## src/rtl/program_memory_arbiter.sv

```systemverilog
// ---------------------------------------------------------------------------
// program_memory_arbiter
//
// Purpose:
//   Shares the single combinational read port of the instruction ROM between
//   the instruction fetch requester (F) and a data-side read requester (D).
//   Each cycle at most one requester is granted. When both request, the one
//   that did not win last time is chosen (round robin). The granted byte
//   address has TEXT_BASE removed before it reaches the ROM. It is checked
//   for alignment and range, and the read data (or an error) is returned as
//   a registered one-cycle pulse on the edge after the grant.
//
// Ports:
//   clk          : system clock, rising edge
//   reset        : synchronous reset, active low
//   f_req_i      : fetch request, held together with f_addr_i until granted
//   f_addr_i     : fetch byte address
//   f_gnt_o      : fetch grant, combinational, valid this cycle
//   f_rvalid_o   : fetch response valid, one-cycle pulse
//   f_rdata_o    : fetch response data (0 on error)
//   f_err_o      : fetch response error, qualified by f_rvalid_o
//   d_req_i      : data request
//   d_addr_i     : data byte address
//   d_gnt_o      : data grant
//   d_rvalid_o   : data response valid
//   d_rdata_o    : data response data (0 on error)
//   d_err_o      : data response error
//   mem_addr_o   : offset-corrected byte address to the ROM
//   mem_instr_i  : combinational ROM read data
//
// Optional feature (macro PM_ARB_PERF_CNT_EN):
//   conflict_cnt_o [15:0] : saturating count of cycles where both requested
//   err_cnt_o      [7:0]  : saturating count of errored grants
// ---------------------------------------------------------------------------
module program_memory_arbiter #(
  parameter int                    DATA_WIDTH   = 32,
  parameter int                    MEMORY_DEPTH = 32,
  parameter logic [DATA_WIDTH-1:0] TEXT_BASE    = 'h0040_0000
) (
  input  logic                  clk,
  input  logic                  reset,
  input  logic                  f_req_i,
  input  logic [DATA_WIDTH-1:0] f_addr_i,
  output logic                  f_gnt_o,
  output logic                  f_rvalid_o,
  output logic [DATA_WIDTH-1:0] f_rdata_o,
  output logic                  f_err_o,
  input  logic                  d_req_i,
  input  logic [DATA_WIDTH-1:0] d_addr_i,
  output logic                  d_gnt_o,
  output logic                  d_rvalid_o,
  output logic [DATA_WIDTH-1:0] d_rdata_o,
  output logic                  d_err_o,
`ifdef PM_ARB_PERF_CNT_EN
  output logic [15:0]           conflict_cnt_o,
  output logic [7:0]            err_cnt_o,
`endif
  output logic [DATA_WIDTH-1:0] mem_addr_o,
  input  logic [DATA_WIDTH-1:0] mem_instr_i
);

  // Word count widened to the address width so the range compare is
  // between operands of equal width.
  localparam logic [DATA_WIDTH-1:0] DEPTH_W = DATA_WIDTH'(MEMORY_DEPTH);

  // Round-robin pointer: remembers which requester won most recently.
  typedef enum logic {
    LAST_F = 1'b0,
    LAST_D = 1'b1
  } last_e;

  last_e                 r_last;
  last_e                 w_lastNext;

  logic                  w_fGnt;
  logic                  w_dGnt;
  logic                  w_anyGnt;

  logic [DATA_WIDTH-1:0] w_fOff;
  logic [DATA_WIDTH-1:0] w_dOff;
  logic                  w_fErr;
  logic                  w_dErr;
  logic [DATA_WIDTH-1:0] w_selOff;
  logic                  w_selErr;

  logic                  r_fRvalid;
  logic [DATA_WIDTH-1:0] r_fRdata;
  logic                  r_fErr;
  logic                  r_dRvalid;
  logic [DATA_WIDTH-1:0] r_dRdata;
  logic                  r_dErr;

  // A byte offset is bad when it is not word aligned or when its word index
  // falls past the end of the ROM. Addresses below TEXT_BASE wrap around to
  // huge offsets and therefore fail the range test as well.
  function automatic logic addrErr(input logic [DATA_WIDTH-1:0] off);
    logic misaligned;
    logic outOfRange;
    misaligned = (off[1:0] != 2'b00);
    outOfRange = ({2'b00, off[DATA_WIDTH-1:2]} >= DEPTH_W);
    return misaligned || outOfRange;
  endfunction

  // Offset removal is plain modular subtraction.
  always_comb begin
    w_fOff = f_addr_i - TEXT_BASE;
    w_dOff = d_addr_i - TEXT_BASE;
    w_fErr = addrErr(w_fOff);
    w_dErr = addrErr(w_dOff);
  end

  // Round-robin pointer register. After reset it points at D so that F
  // wins the very first conflict.
  always_ff @(posedge clk) begin
    if (!reset) begin
      r_last <= LAST_D;
    end else begin
      r_last <= w_lastNext;
    end
  end

  // Grant decision and next pointer value. No grant is issued while reset
  // is held low, so nothing can be accepted that would be dropped anyway.
  always_comb begin
    w_fGnt     = 1'b0;
    w_dGnt     = 1'b0;
    w_lastNext = r_last;
    if (reset) begin
      if (f_req_i && d_req_i) begin
        if (r_last == LAST_D) begin
          w_fGnt = 1'b1;
        end else begin
          w_dGnt = 1'b1;
        end
      end else if (f_req_i) begin
        w_fGnt = 1'b1;
      end else if (d_req_i) begin
        w_dGnt = 1'b1;
      end

      if (w_fGnt) begin
        w_lastNext = LAST_F;
      end else if (w_dGnt) begin
        w_lastNext = LAST_D;
      end
    end
  end

  // ROM address mux. Only a clean granted request drives a real address;
  // idle cycles and errored requests present word 0 to the ROM.
  always_comb begin
    w_anyGnt = w_fGnt || w_dGnt;
    w_selOff = w_dGnt ? w_dOff : w_fOff;
    w_selErr = w_dGnt ? w_dErr : w_fErr;
    mem_addr_o = '0;
    if (w_anyGnt && !w_selErr) begin
      mem_addr_o = w_selOff;
    end
  end

  // Fetch response register. rvalid pulses for exactly the cycle after a
  // grant; data and error hold their last values between responses.
  always_ff @(posedge clk) begin
    if (!reset) begin
      r_fRvalid <= 1'b0;
      r_fRdata  <= '0;
      r_fErr    <= 1'b0;
    end else begin
      r_fRvalid <= w_fGnt;
      if (w_fGnt) begin
        r_fErr   <= w_fErr;
        r_fRdata <= w_fErr ? '0 : mem_instr_i;
      end
    end
  end

  // Data response register, same behaviour as the fetch side.
  always_ff @(posedge clk) begin
    if (!reset) begin
      r_dRvalid <= 1'b0;
      r_dRdata  <= '0;
      r_dErr    <= 1'b0;
    end else begin
      r_dRvalid <= w_dGnt;
      if (w_dGnt) begin
        r_dErr   <= w_dErr;
        r_dRdata <= w_dErr ? '0 : mem_instr_i;
      end
    end
  end

`ifdef PM_ARB_PERF_CNT_EN
  logic [15:0] r_conflictCnt;
  logic [7:0]  r_errCnt;
  logic        w_errGnt;

  assign w_errGnt = (w_fGnt && w_fErr) || (w_dGnt && w_dErr);

  // Saturating counters: a conflict is any cycle with both requests high,
  // whether or not either side is later withdrawn.
  always_ff @(posedge clk) begin
    if (!reset) begin
      r_conflictCnt <= '0;
      r_errCnt      <= '0;
    end else begin
      if (f_req_i && d_req_i && (r_conflictCnt != 16'hFFFF)) begin
        r_conflictCnt <= r_conflictCnt + 16'd1;
      end
      if (w_errGnt && (r_errCnt != 8'hFF)) begin
        r_errCnt <= r_errCnt + 8'd1;
      end
    end
  end

  assign conflict_cnt_o = r_conflictCnt;
  assign err_cnt_o      = r_errCnt;
`endif

  assign f_gnt_o    = w_fGnt;
  assign d_gnt_o    = w_dGnt;
  assign f_rvalid_o = r_fRvalid;
  assign f_rdata_o  = r_fRdata;
  assign f_err_o    = r_fErr;
  assign d_rvalid_o = r_dRvalid;
  assign d_rdata_o  = r_dRdata;
  assign d_err_o    = r_dErr;

endmodule
```

## config.mk

```make
export PLATFORM = sky130hd
export DESIGN_NAME = program_memory_arbiter
export DESIGN_NICKNAME = d
export VERILOG_FILES = /design/src/rtl/program_memory_arbiter.sv
export SDC_FILE = /design/constraint.sdc
export NUM_CORES = 1
export LEC_CHECK = 0
export ABC_AREA = 0
export CAP_MARGIN = 20
export CORE_MARGIN = 3
export CORE_UTILIZATION = 33
export CTS_BUF_LIST = sky130_fd_sc_hd__clkbuf_8
export DETAILED_ROUTE_END_ITERATION = 7
export PLACE_DENSITY = 0.75
export SLEW_MARGIN = 15
export SYNTH_ARGS = -nofsm -noshare
export SYNTH_HDL_FRONTEND = slang
export SYNTH_SLANG_ARGS = --single-unit
```

## constraint.sdc

```tcl
create_clock -name clk -period 2.8 [get_ports clk]
set_input_delay 0.56 -clock clk [delete_from_list [all_inputs] [get_ports clk]]
set_output_delay 0.56 -clock clk [all_outputs]
set_load 0.03 [all_outputs]
```

# After elaboration in Yosys (flattened, before gate mapping)
# Cells that the tools add are included.
# totals
reg_bits	69
inputBits	100
output_inout_bits	102
wordCells	38
# classes
n_addsub	2
n_lt_le_gt_ge	2
n_mux	18
n_reduce_logical	9
# op_table
operator	count
two-way mux 32 bit	4
subtractor 32 x 23 -> 32 bit, second input constant	2
greater-or-equal comparator 30 x 6 -> 1 bit, second input constant	2
two-way mux 1 bit	14
nonzero test 2 bit	3
logical OR 1 bit	3
logical AND 1 bit	2
logical NOT 1 bit	1

# Logic depth before layout (Yosys ltp)
# depth
depth_word	9
ltp_mapped	8
mapped_depth_nobuf	7

# Worst setup path after synthesis
# OpenSTA, ideal clock, no wires.
# synth_path
kind	input -> output
from	input d_addr_i[23]
to	output mem_addr_o[22]
arrival_time_ps	2385
t_required_ps	2240
slack_ps	-145
path_stages	7
n_path_buf	0
cell_sequence	inv_1 ha_1 nor2b_1 a21oi_1 o21ai_0 nand4_1 o32ai_1
# synth_between
elab_chain_len	7
# synth_rtl
element	line_no	rtl
start: declaration	49	input logic [DATA_WIDTH-1:0] d_addr_i,
subtractor 32 x 23 -> 32 bit	107	w_dOff = d_addr_i - TEXT_BASE;
greater-or-equal comparator 30 x 6 -> 1 bit	100	outOfRange = ({2'b00, off[DATA_WIDTH-1:2]} >= DEPTH_W);
logical OR 1 bit	101	return misaligned || outOfRange;
two-way mux 1 bit	154	w_selErr = w_dGnt ? w_dErr : w_fErr;
logical NOT 1 bit	156	if (w_anyGnt && !w_selErr) begin
logical AND 1 bit	156	
two-way mux 32 bit	156	
end: declaration	58	output logic [DATA_WIDTH-1:0] mem_addr_o,
# No other way between the ends.

# Worst setup path in the final report
# layout_path
from	input d_addr_i[0]
to	output mem_addr_o[23]
# layout_between
elab_chain_len	7
elab_cells_between_ends	9
classes_between	1 x add/sub; 1 x order compare; 3 x mux; 4 x reduce/logical
# layout_rtl
element	line_no
subtractor 32 x 23 -> 32 bit *	107
greater-or-equal comparator 30 x 6 -> 1 bit or nonzero test 2 bit (tied branches)	100, 99
logical OR 1 bit	101
two-way mux 1 bit	154
logical NOT 1 bit	156
logical AND 1 bit	156
two-way mux 32 bit *	156
# Every way passes the cells marked *; elsewhere a longest branch is shown, timed or not.

==> flow_metrics.py <==
metrics = {
    "route": {
        "vias": 3491,
        "drt-wirelength-per-cell_um": 15.12,
        "drcViolationCount": 0,
        "routed_wl_um": 11110,
        "drtAntennaViolNets": 0,
        "vias_per_cell": 4.750,
        "drt_iter0_drc": 133,
        "dr.pass1.iters": 4,
    },
    "global_route": {
        "first_global_vias": 3509,
        "grt_pass1_wl_um": 16810,
        "antenna_found_initial": 0,
        "grt_max_degree": 33,
        "overflow": 0,
        "grtUsageTotal_pct": 18.35,
    },
    "worst_setup_path": {
        "crit_chain": "clkdlybuf4s50_1, nor3_1, nand2_1, nor3_2, nand4_1, o32ai_2, buf_4",
        "arrival_ns": 2.26,
        "required_ns": 2.24,
        "worst-r2r-setup-slack_ns": 1.00,
        "cp-end-kind": "output pin",
        "criticalPathCategory": "in2out",
        "cpPeakStageDelay_ns": 0.45,
        "critPathSlowestCell": "clkdlybuf4s50_1",
        "worst_setup_path_start_kind": "primary input",
        "critPathMaxFanout": 3,
    },
    "timing": {
        "slew_violations": 0,
        "hold_viol_final": 0,
        "fin_skew_ns": 0.008588,
        "layout_setup_ws_ns": -0.02328,
        "fmax_ghz": 0.3542,
        "tightest_slew_ns": 0.6838,
        "relSlewSlack_pct": 54.42,
        "setup-tns-final_ns": -0.02681,
        "hold_slack_ns": 0.4527,
        "min_period_ns": 2.823,
        "min_period_over_period_pct": 100.8,
        "setup-violations-final": 4,
    },
    "cts": {
        "cts_hold_buf": 0,
        "cts_buffers": 9,
        "clock_sinks": 69,
        "clk_path_buf_depth": 2,
        "cts_root_buffer": "clkbuf_8",
        "clk_latency_ns": 0.34,
        "htree_levels": 3,
        "clk_pin_slew_ns": 0.07,
        "tritoncts": "yes",
    },
    "placement": {
        "gp_congestion": 0.8543,
        "post-place-cells": 712,
        "post-place-ws_ns": -0.2907,
        "place_area_um2": 5320,
        "place_hpwl_um": 8126,
        "io_buffer_count": 176,
    },
    "synthesis": {
        "async_flop_share_pct": 0,
        "yosys-top-cells-count": "nand2_1, dfxtp_1, o21ai_2, buf_4, nor2_1",
        "synth_top_area_share_pct": 41.39,
        "dominantRegCellSynth": "dfxtp_1",
        "synthTopCellsByArea": "dfxtp_1, o21ai_2, nand2_1, buf_4, buf_6",
        "synth_edf_count": 0,
        "synth.avg_cell_area_um2": 8.578,
        "yosys.cell_types.count": 44,
        "synth_most_common_cell": "nand2_1",
        "synth_seq_cells": 69,
        "synthCells": 389,
        "syn_area_um2": 3337,
        "yosysSeqAreaShare_pct": 41.39,
        "yosysWarnings": 0,
        "yosys.area.top_type": "dfxtp_1",
    },
    "flow_run": {
        "maxCapViolCount": 0,
    },
    "worst_hold_path": {
        "min_path_type": "reg2reg",
    },
    "status": {
        "status": "finished with violations",
        "violations": "setup timing",
    },
    "layout": {
        "syn_to_final_growth_pct": 74.35,
        "final_area_um2": 5818,
        "insertedDiodeCount": 0,
        "layout-drive-gt1-share_pct": 28.74,
        "instances_no_fill": 735,
        "final_util_pct": 59.25,
        "nNetsFinal": 702,
    },
    "floorplan": {
        "die_x_um": 106.6,
        "initial_core_util_pct": 33.98,
        "die_area_um2": 11360,
        "io_pins": 202,
        "rows": 36,
        "core_area_um2": 9819,
        "die_height_um": 106.6,
    },
    "pwr": {
        "power_mw": 2.189,
        "max-vdd-ir-drop_mv": 0.1884,
        "cellPowerDensity_nw_per_um2": 376.2,
        "power_leakage_nw": 2.350,
    },
}
[layer usage]
layer / part of all wire, % / vias to the layer above / GRT usage, %
met4: 2.0 / 0 / 4.840
met1: 38 / 1626 / 19.49
met2: 54 / 134 / 35.39
met5: 0 / - / 0
met3: 6.0 / 23 / 4.797
li1: - / 1708 / -
[final cells by class]
| class | count | area, µm² |
|---|---|---|
| fill | 918 | 4001 |
| timing repair buffer | 218 | 2123 |
| multi-input combinational | 290 | 1921 |
| sequential | 69 | 1381 |
| tap | 133 | 166.4 |
| clock buffer | 9 | 123.9 |
| clock inverter | 6 | 65.06 |
| inverter | 10 | 37.54 |
[critical path: cells and delay by family]
family | cells | cell delay [ns]
and+or+nand+nor | 4 | 0.72
buffers and inverters | 2 | 0.66
AOI/OAI and AO/OA | 1 | 0.32
[cell usage in the layout, fill, tap and decap left out, types with 2 or more instances in the layout]
| master | instances |
|---|---|
| o211a_1 | 2 |
| or3_1 | 2 |
| nor4b_2 | 3 |
| ha_4 | 2 |
| inv_2 | 5 |
| dfxtp_1 | 69 |
| clkbuf_8 | 9 |
| and2_1 | 3 |
| buf_4 | 43 |
| buf_12 | 3 |
| nor4_4 | 2 |
| inv_1 | 5 |
| conb_1 | 25 |
| nand2_1 | 102 |
| o32ai_2 | 2 |
| nor4_1 | 5 |
| ha_1 | 2 |
| nor4_2 | 6 |
| clkinv_2 | 2 |
| dlygate4sd2_1 | 10 |
| buf_6 | 5 |
| nand2b_1 | 2 |
| o22ai_2 | 2 |
| nand4_1 | 3 |
| dlymetal6s2s_1 | 12 |
| o21ai_0 | 5 |
| o21ai_2 | 62 |
| nor2_2 | 3 |
| o21a_1 | 2 |
| nor2_1 | 11 |
| nand3_1 | 7 |
| o22ai_4 | 3 |
| a31oi_1 | 2 |
| nand2_2 | 3 |
| clkinv_4 | 2 |
| clkdlybuf4s50_1 | 143 |
| nand3_2 | 5 |
| a21oi_1 | 5 |
[cells by family (layout without fill, tap and decap cells)]
logic type	count (synthesis)	in the layout	share of synthesized area [%]
AND/OR/NAND/NOR	168	168	23.88
flip-flops	69	69	41.39
AO/OA/AOI/OAI	91	91	22.27
XOR/XNOR	1	1	0.2625
adder cells (fa/ha/maj)	4	4	1.500
other	1	25	0.1124
buffers and inverters	54	243	10.27
multiplexers	1	1	0.3000
[flip-flops by register name, summed over array words and instances (netlist names)]
signal	cells
d_err_o	1
d_rdata_o	32
d_rvalid_o	1
f_err_o	1
f_rdata_o	32
f_rvalid_o	1
r_last	1
[path summary, 6_finish.rpt]
kind                      start              to  cells past startpoint
setup reg to reg         r_last    d_rdata_o[0]                      7
setup / recovery    d_addr_i[0]  mem_addr_o[23]                      7
hold reg to reg   f_rdata_o[13]   f_rdata_o[13]                      2
hold / removal    f_rdata_o[13]   f_rdata_o[13]                      2
[power breakdown]
part           total (mW)  internal [mW]  switching, mW
Clock               0.781          0.406          0.375
Sequential          0.988          0.986        0.00251
Combinational       0.419          0.200          0.220
[repair_timing]
item	4_1_cts	5_1_grt
setup endpoints to repair	7	7
resized for setup	30	46
pin swaps	15	26
buffers inserted	3	5
(Power assumes the default switching activity.)
